`config.mk`:
```
export PLATFORM = sky130hd
export DESIGN_NAME = fb_ram_arbiter
export DESIGN_NICKNAME = d
export VERILOG_FILES = /design/src/rtl/fb_pkg.sv /design/src/rtl/fb_ram_arbiter_rr_pick.sv /design/src/rtl/fb_ram_arbiter.sv
export SDC_FILE = /design/constraint.sdc
export NUM_CORES = 1
export LEC_CHECK = 0
export ABC_AREA = 1
export CAP_MARGIN = 15
export CORE_MARGIN = 5
export CORE_UTILIZATION = 39
export CTS_BUF_LIST = sky130_fd_sc_hd__clkbuf_4
export CTS_CLUSTER_DIAMETER = 40
export CTS_CLUSTER_SIZE = 14
export DETAILED_ROUTE_END_ITERATION = 8
export GPL_ROUTABILITY_DRIVEN = 0
export PLACE_DENSITY = 0.89
export RECOVER_POWER = 25
export SYNTH_ARGS = -nofsm -noshare
export SYNTH_HDL_FRONTEND = slang
export SYNTH_SLANG_ARGS = --single-unit
```
`constraint.sdc`:
```
create_clock -name clock -period 5.59 [get_ports clock]
set_clock_uncertainty 0.2 [all_clocks]
set_input_delay 1.118 -clock clock [delete_from_list [all_inputs] [get_ports clock]]
set_output_delay 1.118 -clock clock [all_outputs]
set_load 0.05 [all_outputs]
```
`src/rtl/fb_pkg.sv`:
```
// Shared framebuffer constants: colour/address widths, requester indices and arbiter state type.
package fb_pkg;
    localparam int CBIT       = 11;
    localparam int AW         = 15;
    localparam int CW         = CBIT + 1;
    localparam int REQ_LOGIC  = 0;
    localparam int REQ_SPRITE = 1;
    localparam int REQ_VGA    = 2;

    typedef enum logic {
        ST_IDLE = 1'b0,
        ST_OWN  = 1'b1
    } arb_state_t;
endpackage

```
`src/rtl/fb_ram_arbiter_rr_pick.sv`:
```
// Rotate-priority encoder: first requester at or above ptr (modulo N) wins.
module rr_pick #(
    parameter int N  = 3,
    parameter int PW = 2
) (
    input  logic [N-1:0]  req,
    input  logic [PW-1:0] ptr,
    output logic [N-1:0]  win,
    output logic          valid
);
    logic [PW-1:0] w_idx;

    // Scan from ptr upward with wrap; the first hit masks all later candidates.
    always_comb begin
        win   = '0;
        valid = 1'b0;
        w_idx = '0;
        for (int k = 0; k < N; k++) begin
            w_idx = PW'((int'(ptr) + k) % N);
            if (!valid && req[w_idx]) begin
                win[w_idx] = 1'b1;
                valid      = 1'b1;
            end else begin
                valid = valid;
            end
        end
    end
endmodule

```
`src/rtl/fb_ram_arbiter.sv`:
```
// Round-robin framebuffer RAM arbiter with bounded burst lock and tagged read return.
module fb_ram_arbiter
    import fb_pkg::*;
#(
    parameter int CBIT_P    = CBIT,
    parameter int AW_P      = AW,
    parameter int N_REQ     = 3,
    parameter int RD_LAT    = 1,
    parameter int BURST_MAX = 16
) (
    input  logic                      clock,
    input  logic                      resetn,
    input  logic                      enable,
    input  logic [N_REQ-1:0]          req,
    input  logic [N_REQ-1:0]          we,
    input  logic [N_REQ*AW_P-1:0]     addr_in,
    input  logic [N_REQ*(CBIT_P+1)-1:0] wdata_in,
    output logic [N_REQ-1:0]          gnt,
    output logic [N_REQ-1:0]          rvalid,
    output logic [CBIT_P:0]           rdata,
    output logic [AW_P-1:0]           ram_addr,
    output logic [CBIT_P:0]           ram_data,
    output logic                      ram_wren,
    input  logic [CBIT_P:0]           ram_q,
    output logic                      busy
);
    localparam int PW  = $clog2(N_REQ);
    localparam int BCW = $clog2(BURST_MAX + 1);
    localparam logic [BCW-1:0] BMAX = BCW'(BURST_MAX);

    arb_state_t       r_state;
    logic [PW-1:0]    r_owner;
    logic [PW-1:0]    r_ptr;
    logic [BCW-1:0]   r_bcnt;
    logic [N_REQ-1:0] r_tag [RD_LAT];

    logic [N_REQ-1:0] w_own_oh;
    logic [PW-1:0]    w_owner_nx;
    logic [PW-1:0]    w_search_ptr;
    logic             w_keep;
    logic [N_REQ-1:0] w_pick;
    logic             w_pick_v;
    logic [PW-1:0]    w_pick_idx;
    logic [N_REQ-1:0] w_gnt;
    logic             w_tag_any;

    assign w_own_oh     = N_REQ'(1) << r_owner;
    assign w_owner_nx   = (r_owner == PW'(N_REQ - 1)) ? PW'(0) : r_owner + PW'(1);
    assign w_search_ptr = (r_state == ST_OWN) ? w_owner_nx : r_ptr;
    // Owner holds the bus until it drops req, or its burst expires while someone else waits.
    assign w_keep = (r_state == ST_OWN) && req[r_owner] &&
                    ((r_bcnt < BMAX) || ((req & ~w_own_oh) == '0));

    rr_pick #(.N(N_REQ), .PW(PW)) u_pick (
        .req   (req),
        .ptr   (w_search_ptr),
        .win   (w_pick),
        .valid (w_pick_v)
    );

    // Grant selection, winner index and RAM port mux.
    always_comb begin
        if (!resetn || !enable) begin
            w_gnt = '0;
        end else if (w_keep) begin
            w_gnt = w_own_oh;
        end else begin
            w_gnt = w_pick;
        end
        w_pick_idx = '0;
        ram_addr   = '0;
        ram_data   = '0;
        for (int i = 0; i < N_REQ; i++) begin
            if (w_pick[i]) begin
                w_pick_idx = PW'(i);
            end else begin
                w_pick_idx = w_pick_idx;
            end
            if (w_gnt[i]) begin
                ram_addr = addr_in[i*AW_P +: AW_P];
                ram_data = wdata_in[i*(CBIT_P+1) +: (CBIT_P+1)];
            end else begin
                ram_addr = ram_addr;
            end
        end
    end

    assign gnt      = w_gnt;
    assign ram_wren = |(w_gnt & req & we);
    assign rvalid   = r_tag[RD_LAT-1];
    assign rdata    = ram_q;

    // Any read still travelling through the tag pipeline keeps the block busy.
    always_comb begin
        w_tag_any = 1'b0;
        for (int s = 0; s < RD_LAT; s++) begin
            w_tag_any = w_tag_any | (|r_tag[s]);
        end
    end

    assign busy = (r_state == ST_OWN) | w_tag_any;

    // Arbitration FSM, burst counter and read-tag shift register.
    always_ff @(posedge clock) begin
        if (!resetn) begin
            r_state <= ST_IDLE;
            r_owner <= '0;
            r_ptr   <= '0;
            r_bcnt  <= '0;
            for (int s = 0; s < RD_LAT; s++) begin
                r_tag[s] <= '0;
            end
        end else begin
            r_tag[0] <= w_gnt & req & ~we;
            for (int s = 1; s < RD_LAT; s++) begin
                r_tag[s] <= r_tag[s-1];
            end
            if (enable) begin
                if (w_keep) begin
                    r_bcnt <= (r_bcnt < BMAX) ? r_bcnt + BCW'(1) : r_bcnt;
                end else if (w_pick_v) begin
                    r_state <= ST_OWN;
                    r_owner <= w_pick_idx;
                    r_bcnt  <= BCW'(1);
                    r_ptr   <= w_search_ptr;
                end else begin
                    r_state <= ST_IDLE;
                    r_ptr   <= w_search_ptr;
                end
            end else begin
                r_state <= r_state;
            end
        end
    end
endmodule

```
==> impl_results.md, run 1 <==
* Routed via count at 2,756
* Worst vdd ir at 0.2543 mV
* Largest net degree at the start of global routing at 30
* # fillers at 479
* Die extent in x at 83.26 um
* Comb power frac at 0.838
* Status: complete, no violations
* Setup TNS at 0 ps
* First-pass GRT wire length at 12,850 um
* Flip-flop and latch area at 260.3 sq um
* Routed WL per cell at 15.30 um
* Synth area leader: nand2_1
* Switch share at 0.6149
* Final WS setup at 603.6 ps
* R2r setup slk at 2520 ps
* Die height at 83.26 um
* Worst hold path type: reg2reg
* Power consumption at 0.001109 W
* Clock power share at 0.059
* Period utilisation layout at 0.8920
* Initial core utilization at 0.4047
* Input/output buffers at 124
* Layout cells sized above 1 at 0.1476
* Mapped Cells at 352
* Clk root buf: clkbuf_4
* Area Overhead vs Synth at 50.63%
* Syn avg cell area at 5.947 sq um
* Critical Path RT at 4270 ps
* PD cells at 351.7 nW/um^2
* Clock Sink Count at 13
* Routed WL at 8015 um
* FF-to-FF Start: r_owner[1]
* Final core occ at 0.6096
* Data arrival time of the worst path at 3670 ps
* Fmax at 200.5 MHz
* Nature of the critical path endpoint: output pin
* Cells after DPL at 520
* Clock-pin slew on the worst setup and hold paths at 70 ps
* P_leak at 1.546 nW
* Int Power at 0.0004270 W
* Synth unique cells at 31
* Starting DRT DRC Count at 89
* Top cells by area, synth: nand2_1 (22%), nand3_1 (17%), dfxtp_1 (12%)
* First-pass detailed-route iteration total at 5
* Global-route usage over all layers at 0.2205
* GRT Residual Overflow at 0
* Worst setup path end: gnt[2]
* Max-Cap Viols at 0
* Synth Register Bits at 13
* Clock period minus worst slack at 4986 ps
* RSZ-0062 raised after global routing: no
* Yosys top cell area share at 0.2152
* Min-delay src: r_ptr[1]
* # rows at 26
* Yosys warns at 0
* Sequential share of the synthesized area at 0.1243
* Core Area at 5172 sq um
* Crit-path max FO at 28
* Post-cts sizing count at 0
* Mapped Nets at 459
* Diodes inserted at 0
* Max Buffers Root-to-Sink at 2
* Max Slew Vio Count at 0
* Final setup viols at 0
* Final Hold Vio Count at 0
* Post-Synthesis Cell Area at 2093 sq um
* Sequential Power Share at 0.103
* Antenna violations before repair at 0
* Actual slew at the worst max-slew pin at 565.4 ps
* Most common cell after layout, fill and taps aside: nand2_1
* Setup bufs post-CTS at 0
* Hold Buf Count CTS at 0
* Reg2Reg Depth at 14
* Area occupied by multi-input gates at 1458 sq um
* CTS tree: yes
* Cts bufs inserted at 3
* CP startpoint kind: input port
* FF-to-FF End: r_bcnt[3]
* Sw power at 0.0006818 W
* HPWL after DPL at 6343 um
* Final net count at 562
* Overall die area at 6932 sq um
* Critical Path Start: req[2]
* Number of global-route vias before repair at 2,560
* I/O Pins at 149
* Via/cell ratio at 5.260
* Setup CP Type: in2out
* Rel. slew slack at 0.6217
* Dpl ws at 733.5 ps
* ANT nets after route at 0
* Skew-Pair Late Insertion Delay at 290 ps
* H-tree levels at 1
* Post-Layout Cell Count at 524
* Most frequent cells in the layout: nand2_1 (121), clkdlybuf4s50_1 (93), nand3_1 (73), buf_4 (34), nand3b_1 (28)
* DRC at 0
## worst min path at each step
stage,depth (start not counted),slack (ps),endpoint
finish,2,270,r_ptr[1]
global route,2,290,r_ptr[1]
CTS,2,270,r_ptr[1]
detailed placement,2,260,r_ptr[1]
global placement,2,240,r_ptr[1]
floorplan,2,220,r_ptr[1]
## layout make-up
| class | count | share of cell area |
|---|---|---|
| Inverter | 29 | 0.03532 |
| Timing Repair Buffer | 129 | 0.3825 |
| Tap cell | 70 | 0.02778 |
| Sequential cell | 13 | 0.08254 |
| Multi-Input combinational cell | 279 | 0.4623 |
| Clock buffer | 4 | 0.009524 |
## worst max-delay path, cell delays in order
cell and delay (ps):
dlygate4sd3_1 660, nand3_1 140, nand3_1 90, nand2_1 80, inv_2 60, nand2_4 100
inv_2 50, nand2_1 50, nand2_1 40, inv_1 80, nand2_2 80, inv_4 230
clkdlybuf4s50_1 870
## kinds of logic after synthesis
logic type | count (synthesis) | synth area share
buffers and inverters | 60 | 0.1781
XOR/XNOR | 1 | 0.004185
AO/OA/AOI/OAI | 17 | 0.05380
AND/OR/NAND/NOR | 256 | 0.6097
flip-flops | 13 | 0.1243
adder cells (fa/ha/maj) | 5 | 0.02989
## power by group through the flow
stage               registers [W]  clock network (W)  logic [W]
finish                   0.000114          0.0000654   0.000929
global route             0.000116          0.0000724   0.000995
CTS                      0.000114          0.0000669   0.000927
detailed placement       0.000116                  0   0.000926
global placement         0.000115                  0   0.000913
floorplan                0.000117                  0   0.000724
## stage by stage
stage | area (sq um) | hold slack, ps
final | 3153 | 266.9
after global routing | 3153 | 291.0
after CTS | 3156 | 269.4
after detailed placement | 3126 | 257.8
after global placement | 3126 | 237.3
after floorplan | 2093 | 223.1
## cells in the mapped netlist
cell,instances
a211oi_1,1
a21oi_1,7
a31oi_4,1
and2_1,1
buf_2,5
buf_4,15
buf_6,11
clkinv_1,1
dfxtp_1,13
ha_1,5
inv_1,19
inv_2,8
inv_4,1
nand2_1,120
nand2_2,6
nand2_4,3
nand3_1,73
nand3_2,5
nand3b_1,28
nand4_1,3
nand4_2,1
nor2_1,9
nor2_4,1
nor3_1,2
nor3_2,3
o211ai_1,1
o21a_1,1
o21ai_0,5
o21ai_2,1
or2_1,1
xor2_1,1
## sequential cells by signal, indices dropped and copies added, names as in the netlist
name,count
r_bcnt,5
r_tag,3
r_owner,2
r_ptr,2
r_state,1
## routing by layer
metal | track usage | vias to the layer above | share of wire
li1 | - | 1344 | -
met1 | 0.2516 | 1269 | 0.39
met2 | 0.4191 | 123 | 0.52
met3 | 0.03267 | 20 | 0.072
met4 | 0.06241 | 0 | 0.017
met5 | 0 | - | 0
Note: power is estimated with default switching activity, not from simulation.
==> run 2: changes to the inputs <==
--- a/config.mk
+++ b/config.mk
@@ -10,7 +10,6 @@
 export CORE_MARGIN = 5
 export CORE_UTILIZATION = 39
 export CTS_BUF_LIST = sky130_fd_sc_hd__clkbuf_4
-export CTS_CLUSTER_DIAMETER = 40
 export CTS_CLUSTER_SIZE = 14
 export DETAILED_ROUTE_END_ITERATION = 8
 export GPL_ROUTABILITY_DRIVEN = 0
@@ -19,3 +18,4 @@
 export SYNTH_ARGS = -nofsm -noshare
 export SYNTH_HDL_FRONTEND = slang
 export SYNTH_SLANG_ARGS = --single-unit
+export TNS_END_PERCENT = 30
==> results of run 2 <==
Same layout as run 1: the final DEF is identical, and so are final timing and power.
